<file path="config.mk">
export PLATFORM = sky130hd
export DESIGN_NAME = fifo_read_packer
export DESIGN_NICKNAME = d
export VERILOG_FILES = /design/src/rtl/fifo_pkg.sv /design/src/rtl/fifo_pack_idle_timer.sv /design/src/rtl/fifo_read_packer.sv
export SDC_FILE = /design/constraint.sdc
export NUM_CORES = 1
export LEC_CHECK = 0
export CORE_MARGIN = 1.5
export CORE_UTILIZATION = 49
export CTS_CLUSTER_DIAMETER = 100
export DETAILED_ROUTE_END_ITERATION = 10
export HOLD_SLACK_MARGIN = 0.08
export PLACE_DENSITY_LB_ADDON = 0.12
export SLEW_MARGIN = 20
export SYNTH_ARGS = -nofsm -noshare
export SYNTH_HDL_FRONTEND = slang
export SYNTH_SLANG_ARGS = --single-unit
</file>
<file path="constraint.sdc">
create_clock -name CLK -period 2.1 [get_ports CLK]
set_input_delay 0.525 -clock CLK [delete_from_list [all_inputs] [get_ports CLK]]
set_output_delay 0.525 -clock CLK [all_outputs]
set_load 0.1 [all_outputs]
</file>
<file path="src/rtl/fifo_pkg.sv">
// Shared definitions for the FIFO read-side packer.
// Lane-counter sizing and keep-mask helper.
package fifo_pkg;

    localparam int RATIO_DEF = 4;
    localparam int CNT_W     = $clog2(RATIO_DEF);

    function automatic int cnt_width(input int ratio);
        return (ratio > 2) ? $clog2(ratio) : 1;
    endfunction

    function automatic logic [31:0] mask_low(input int n);
        logic [31:0] m;
        m = '0;
        for (int i = 0; i < 32; i++) begin
            if (i < n) m[i] = 1'b1;
        end
        return m;
    endfunction

endpackage

</file>
<file path="src/rtl/fifo_pack_idle_timer.sv">
// Idle counter for the packer: raises flush after TIMEOUT idle cycles
// with a partial word pending and the output slot free.
module fifo_pack_idle_timer #(
    parameter int TIMEOUT = 16
) (
    input  logic clk,
    input  logic reset,
    input  logic pop,
    input  logic cnt_zero,
    input  logic out_free,
    output logic flush
);

    localparam int              IW   = $clog2(TIMEOUT + 1);
    localparam logic [IW-1:0]   TMAX = IW'(TIMEOUT);

    logic [IW-1:0] idle;

    // A pop in the same cycle always wins over a flush.
    assign flush = (idle == TMAX) & ~cnt_zero & out_free & ~pop;

    always_ff @(posedge clk) begin
        if (!reset) begin
            idle <= '0;
        end else if (pop | cnt_zero | flush) begin
            idle <= '0;
        end else if (idle != TMAX) begin
            idle <= idle + 1'b1;
        end
    end

endmodule

</file>
<file path="src/rtl/fifo_read_packer.sv">
// Packs RATIO show-ahead FIFO words into one wide valid/ready word.
// FIFO_PACK_TIMEOUT_EN enables flushing of idle partial words.
module fifo_read_packer
    import fifo_pkg::*;
#(
    parameter int BITS    = 8,
    parameter int RATIO   = 4,
    parameter int TIMEOUT = 16
) (
    input  logic                  CLK,
    input  logic                  RESET,
    input  logic                  FIFO_EMPTY,
    input  logic [BITS-1:0]       FIFO_Q,
    output logic                  FIFO_RE,
    output logic [RATIO*BITS-1:0] OUT_DATA,
    output logic [RATIO-1:0]      OUT_KEEP,
    output logic                  OUT_VALID,
    input  logic                  OUT_READY
);

    localparam int            CW   = cnt_width(RATIO);
    localparam logic [CW-1:0] LAST = CW'(RATIO - 1);

    logic [CW-1:0]         cnt;
    logic [BITS-1:0]       lanes [RATIO-1];
    logic                  out_free;
    logic                  last;
    logic                  pop;
    logic [RATIO*BITS-1:0] full_word;

    assign out_free = ~OUT_VALID | OUT_READY;
    assign last     = (cnt == LAST);
    assign FIFO_RE  = RESET & ~FIFO_EMPTY & (~last | out_free);
    assign pop      = FIFO_RE & ~FIFO_EMPTY;

    // Last lane comes straight from the FIFO head on the completing pop.
    always_comb begin
        full_word = '0;
        for (int i = 0; i < RATIO - 1; i++) begin
            full_word[i*BITS +: BITS] = lanes[i];
        end
        full_word[(RATIO-1)*BITS +: BITS] = FIFO_Q;
    end

`ifdef FIFO_PACK_TIMEOUT_EN
    logic                  flush;
    logic [RATIO*BITS-1:0] part_word;

    fifo_pack_idle_timer #(
        .TIMEOUT (TIMEOUT)
    ) u_idle (
        .clk      (CLK),
        .reset    (RESET),
        .pop      (pop),
        .cnt_zero (cnt == '0),
        .out_free (out_free),
        .flush    (flush)
    );

    always_comb begin
        part_word = '0;
        for (int i = 0; i < RATIO - 1; i++) begin
            if (CW'(i) < cnt) part_word[i*BITS +: BITS] = lanes[i];
        end
    end
`endif

    always_ff @(posedge CLK) begin
        if (!RESET) begin
            cnt       <= '0;
            OUT_DATA  <= '0;
            OUT_KEEP  <= '0;
            OUT_VALID <= 1'b0;
            for (int i = 0; i < RATIO - 1; i++) lanes[i] <= '0;
        end else begin
            if (OUT_VALID && OUT_READY) OUT_VALID <= 1'b0;
            if (pop) begin
                if (last) begin
                    OUT_DATA  <= full_word;
                    OUT_KEEP  <= '1;
                    OUT_VALID <= 1'b1;
                    cnt       <= '0;
                end else begin
                    for (int i = 0; i < RATIO - 1; i++) begin
                        if (cnt == CW'(i)) lanes[i] <= FIFO_Q;
                    end
                    cnt <= cnt + 1'b1;
                end
            end
`ifdef FIFO_PACK_TIMEOUT_EN
            else if (flush) begin
                OUT_DATA  <= part_word;
                OUT_KEEP  <= RATIO'(mask_low(int'(cnt)));
                OUT_VALID <= 1'b1;
                cnt       <= '0;
            end
`endif
        end
    end

endmodule

</file>
==> results_dict.tcl <==
set metrics [dict create \
    outcome "complete, no violations" \
    avgSynthCellArea_um2 10.6 \
    crit_slowest_cell "dfxtp_2" \
    fp-row-count 24 \
    cts_sinks 60 \
    hpwl_mm 2.98 \
    internal_power_mw 1.98 \
    crit_required_ns 1.57 \
    grt_max_degree 36 \
    fmax_mhz 487 \
    worst_pin_slew_ns 0.354 \
    wire_per_inst_um 13.7 \
    fin_setup_tns_ns 0 \
    worstPathMaxFanout 4 \
    synthCells 210 \
    vias 1668 \
    total_leakage_power_nw 1.24 \
    fin_skew_ns 0.00746 \
    grt-ovfl-total 0 \
    critPathTopFamily "simple AND/OR/NAND/NOR gates" \
    grt_pass1_wl_mm 7.38 \
    synth_ff_type "dfxtp_1" \
    synth_fp_nets 226 \
    gp_congestion 0.765 \
    cts_tree "yes" \
    die_width_um 70.3 \
    p_sw_uw 582 \
    path_buf_inv 2 \
    ys_ff_latch 60 \
    syn_area_um2 2220 \
    synth_top_area_cell "dfxtp_1" \
    fin_area_um2 3000 \
    powerDensity_nw_per_um2 855 \
    final_util_pct 68.8 \
    dpl-instance-area_um2 2740 \
    syn2layout_area_growth_pct 35.1 \
    drive_gt1_share_pct 29.5 \
    finalHoldViolCount 0 \
    num_antenna_cells 0 \
    fin_crit_sh_pct 97.8 \
    antenna_found_initial 0 \
    ctsLongestPathBuffers 2 \
    start_kind "flip-flop" \
    cts-root-buf "clkbuf_8" \
    die_h_um 70.3 \
    viasPerCell 5.05 \
    cts_buffers 9 \
    cap_viol_max_count 0 \
    fin_ws_ns 0.0464 \
    synth_edf_count 24 \
    clock_power_share_pct 42.4 \
    final_cell_count_no_fill 330 \
    core_area_um2 4350 \
    synth.top_cell.area_share_pct 32.5 \
    drt_iter0_drc 61 \
    portBuffers 49 \
    routed_wl_mm 4.52 \
    start_util_pct 50.9 \
    synth_area_leaders "dfxtp_1 33%, edfxtp_1 33%, o21ai_1 8.1%" \
    cts.clk_slew.worst_paths_ns 0.07 \
    grt_pass1_vias 1550 \
    first_pass_iters 4 \
    synth.yosys.seq_area_share_pct 65.0 \
    holdBufCountCts 0 \
    p_seq_share_pct 50.0 \
    clk_latency_ns 0.32 \
    postRouteAntennaNets 0 \
    async_reset_ff_share_pct 0 \
    pin_count 50 \
    pwr-share-comb_pct 7.6 \
    drv_slew 0 \
    dpl_worst_slack_ns -0.130 \
    relSlewSlack_pct 76.4 \
    min_path_type "reg -> reg" \
    ir_worst_vdd_uv 469 \
    synth_warnings 0 \
    grtUsageTotal_pct 19.6 \
    worstPathArrival_ns 1.53 \
    worstSetupPathType "reg -> out" \
    period_needed_ns 2.05 \
    fin_nets 289 \
    die_area_um2 4940 \
    slowest_delay_ns 0.34 \
    finalSetupViolations 0 \
    switching_share_pct 22.7 \
    placed_cells 309 \
    h-tree-depth 3 \
    drcViolationCount 0 \
    critPathCaptureType "primary output" \
    netlist-cell-type-count 21 \
    crit_path_cell_trace "ha_2 > and3b_1 > or2_1 > inv_2 > buf_12" \
]
[flip-flops by register name, summed over array words and instances, names as in the netlist]
| register | count |
|---|---|
| cnt | 2 |
| OUT_VALID | 1 |
| lanes | 24 |
| OUT_KEEP | 1 |
| OUT_DATA | 32 |
[per-stage QoR]
stage	hold slack (ns)	total power, mW
3_3_place_gp	0.437	1.49
3_5_place_dp	0.440	1.49
5_1_grt	0.468	2.66
2_1_floorplan	0.444	1.42
6_report	0.447	2.56
4_1_cts	0.451	2.58
[path summary, 6_finish.rpt]
check                         endpoint  slack (ns)  depth (start not counted)                       from
min          OUT_DATA[18]$_SDFFE_PN0P_        0.45                          2  OUT_DATA[18]$_SDFFE_PN0P_
max                            FIFO_RE        0.05                          5        cnt[1]$_SDFFE_PN0N_
max reg2reg      lanes[2][5]$_DFFE_PP_        0.18                          8        cnt[1]$_SDFFE_PN0N_
min reg2reg  OUT_DATA[18]$_SDFFE_PN0P_        0.45                          2  OUT_DATA[18]$_SDFFE_PN0P_
[area by class of cell]
cell class,count,area [µm²]
Clock inverter,3,43.8
Fill cell,341,1360
Clock buffer,13,169
Inverter,7,26.3
Sequential cell,60,1450
Tap cell,52,65.1
Timing Repair Buffer,70,574
Multi-Input combinational cell,125,672
[worst min-delay path, cell delays in order, from the launching register on]
cell     delay, ns
dfxtp_1       0.31
nand2_1       0.05
o21ai_1       0.05
[metal layers]
layer | part of all wire (%) | track usage, %
met5 | 0 | 0
met4 | 1.5 | 8.97
met3 | 5.5 | 5.05
met2 | 46 | 30.0
met1 | 47 | 26.1
[cell usage in the layout (no fill, tap or decap)]
master | netlist | final
nand2b_1 | 2 | 1
buf_4 | 3 | 57
bufinv_16 | 0 | 1
and2_4 | 1 | 1
inv_1 | 6 | 6
nand2b_4 | 0 | 1
clkbuf_1 | 8 | 1
inv_2 | 1 | 1
dfxtp_2 | 0 | 3
ha_1 | 4 | 3
ha_2 | 0 | 1
clkinv_2 | 0 | 1
a311oi_2 | 1 | 1
o211ai_1 | 1 | 1
clkdlybuf4s50_1 | 0 | 8
and3b_1 | 2 | 2
dfxtp_1 | 36 | 33
dlygate4sd2_1 | 0 | 3
o21ai_1 | 36 | 36
edfxtp_1 | 24 | 24
or2_1 | 1 | 1
buf_12 | 0 | 2
o32ai_1 | 1 | 1
and2_1 | 8 | 8
clkbuf_8 | 0 | 12
o21a_1 | 2 | 2
nand2_1 | 33 | 33
clkinv_4 | 0 | 1
nor2b_1 | 1 | 1
nand3_1 | 32 | 32
[power by group through the flow]
stage,Sequential [mW],Combinational (mW),Clock (mW)
after global placement,1.31,0.186,0
after CTS,1.28,0.195,1.11
final,1.28,0.195,1.08
after global routing,1.28,0.210,1.16
after detailed placement,1.31,0.189,0
after floorplan,1.34,0.0733,0
[what timing repair did]
item | 4_1_cts | 5_1_grt
endpoints found under the setup margin | 1 | 1
gates cloned | 0 | 0
pin swaps | 1 | 2
gates resized for setup | 7 | 0
hold endpoints to repair | 0 | 0
buffers inserted | 3 | 2
[synthesized netlist by cell type, drive strengths merged (4+ instances only)]
master	number
nand3	32
nand2	33
ha	4
dfxtp	36
inv	7
clkbuf	8
buf	10
and2	9
o21ai	36
edfxtp	24
[cells by family (layout without fill, tap and decap cells)]
logic type	after synthesis	count (layout)	share of synthesized area, %
adder cells (fa/ha/maj)	4	4	2.26
AND/OR/NAND/NOR	80	80	17.4
flip-flops	60	60	65.0
buffers and inverters	25	93	5.14
AO/OA/AOI/OAI	41	41	10.2
Note: power is estimated with default switching activity, not from simulation.
==> RTL edit (same flow settings) <==
Add a define of `FIFO_PACK_TIMEOUT_EN`.
--- a/src/rtl/fifo_read_packer.sv
+++ b/src/rtl/fifo_read_packer.sv
@@ -2,2 +2,4 @@
 // FIFO_PACK_TIMEOUT_EN enables flushing of idle partial words.
+`define FIFO_PACK_TIMEOUT_EN
+
 module fifo_read_packer
Check against the original RTL: same outputs for any inputs over 10 cycles, from zero or initial values and one cycle with RESET low; that may be too few to reach the edited logic, so the function may still have changed.
==> RTL edit against the unedited design <==
Sequential cell count increased by 8. Cell area grew 23%. Area after synthesis increased by 24%. Power increased by 14%. Setup slack worse by 0.0054 ns. Clock skew is 0.0013 ns higher. Largest power group unchanged. First-iteration DRC count up 120%. Wire length increased by 28%. Critical endpoint unchanged.
==> RTL edit: results <==
[worst_setup_path]
r2r_start = cnt[1]
r2r_setup_slack_ns = 0.33
crit_start = RESET
critPathMaxFanout = 5
slowest_delay_ns = 0.49
timing.rr.end = OUT_DATA[19]
crit_family = buffers and inverters
cpMaxStageDelayCell = clkdlybuf4s50_1

[synthesis]
ys_types = 41
netlist_top_cells_area = dfxtp_1, edfxtp_1, nand2_1
syn_nets = 257
synth_cells = 237
yosysSeqAreaShare_pct = 58.1
synth_top_area_share_pct = 32.0
synthTopCellsByCount = dfxtp_1, nand2_1, edfxtp_1
synth_edf_count = 24

[power_and_ir_drop]
p_leak_nw = 1.57
peakVddDrop_v = 0.000448
p_sw_mw = 0.673

[place]
place_area_mm2 = 0.00342
pre_cts_slack_ns = -0.0561
placedCellCount = 371
post-dp-hpwl_um = 4140
routabilityCongestion = 0.831

[cells_and_area]
drive_gt1_share_pct = 31.8
top_regs = OUT_DATA (32), lanes (24), u_idle.idle (5)
finalNonFillerCells = 390
fill_cells = 437
nets = 333

[run_status]
status = finished, final reports clean

[timing]
min_period_ns = 2.06
finClkSkew_ns = 0.00873
max_slew_margin_pct = 61.7
hold_ws_ns = 0.461

[global_route]
grt_util_met2_pct = 31.7
grt_use_total_pct = 20.5
grt_pass1_vias = 1922
grt_max_degree = 26
grt_use_met3_pct = 4.00
grt_use_met1_pct = 28.4
grt_pass1_wl_um = 9490

[routing]
totalWireLength_um = 5780
dr.first_iter.drc_count = 134
drt-vias-per-instance = 5.27

[cts]
post_cts_resized = 2
clk_pin_slew_worst_paths_ns = 0.08
post_cts_buffers = 1

[hold_path]
hold_path_end = OUT_DATA[20]
min-delay-start = OUT_DATA[20]
-- RTL edit: power by group through the flow --
stage / combinational [mW] / clock (mW) / sequential [mW]
floorplan: 0.119 / 0 / 1.52
global placement: 0.277 / 0 / 1.47
detailed placement: 0.281 / 0 / 1.47
CTS: 0.284 / 1.23 / 1.44
global route: 0.309 / 1.29 / 1.44
finish: 0.287 / 1.20 / 1.44
-- RTL edit: worst max-delay path by stage --
stage,slack (ns),cells past startpoint,endpoint
after floorplan,0.08,6,OUT_DATA[17]
after global placement,-0.04,5,FIFO_RE
after detailed placement,-0.06,5,FIFO_RE
after CTS,0.01,5,FIFO_RE
after global routing,0.007,5,FIFO_RE
final,0.04,5,FIFO_RE
-- RTL edit: final cells by class --
cell class | instances | area, um2 | share of cell area (%)
multi-input cells | 151 | 1070 | 29.1
well taps | 72 | 90.1 | 2.45
inverters | 7 | 28.8 | 0.782
clock buffers | 12 | 155 | 4.21
flip-flops and latches | 68 | 1600 | 43.6
clock inverters | 4 | 72.6 | 1.97
repair buffers | 76 | 661 | 17.9
-- RTL edit: logic make-up after synthesis --
family                     count (synthesis)  share of synthesized area [%]
adders and majority gates                  8                           3.63
and+or+nand+nor                           93                           17.9
muxes                                      8                           2.91
AOI/OAI and AO/OA                         39                           13.3
DFF                                       68                           58.1
buffers and inverters                     18                           3.13
xor gates and xnor gates                   3                          0.954
-- RTL edit: metrics by stage --
| step | setup TNS (ns) | util (%) |
|---|---|---|
| finish | 0 | 67.3 |
| detailed placement | -0.0610 | 62.6 |
| global route | 0 | 67.3 |
| floorplan | 0 | - |
| global placement | -0.0380 | 62.6 |
| CTS | 0 | 67.0 |
-- RTL edit: layer usage --
metal  wire (um)  up-vias
met5           0        -
met4          71        0
met3         237        7
met2        2650       53
met1        2820      983
li1            -     1014
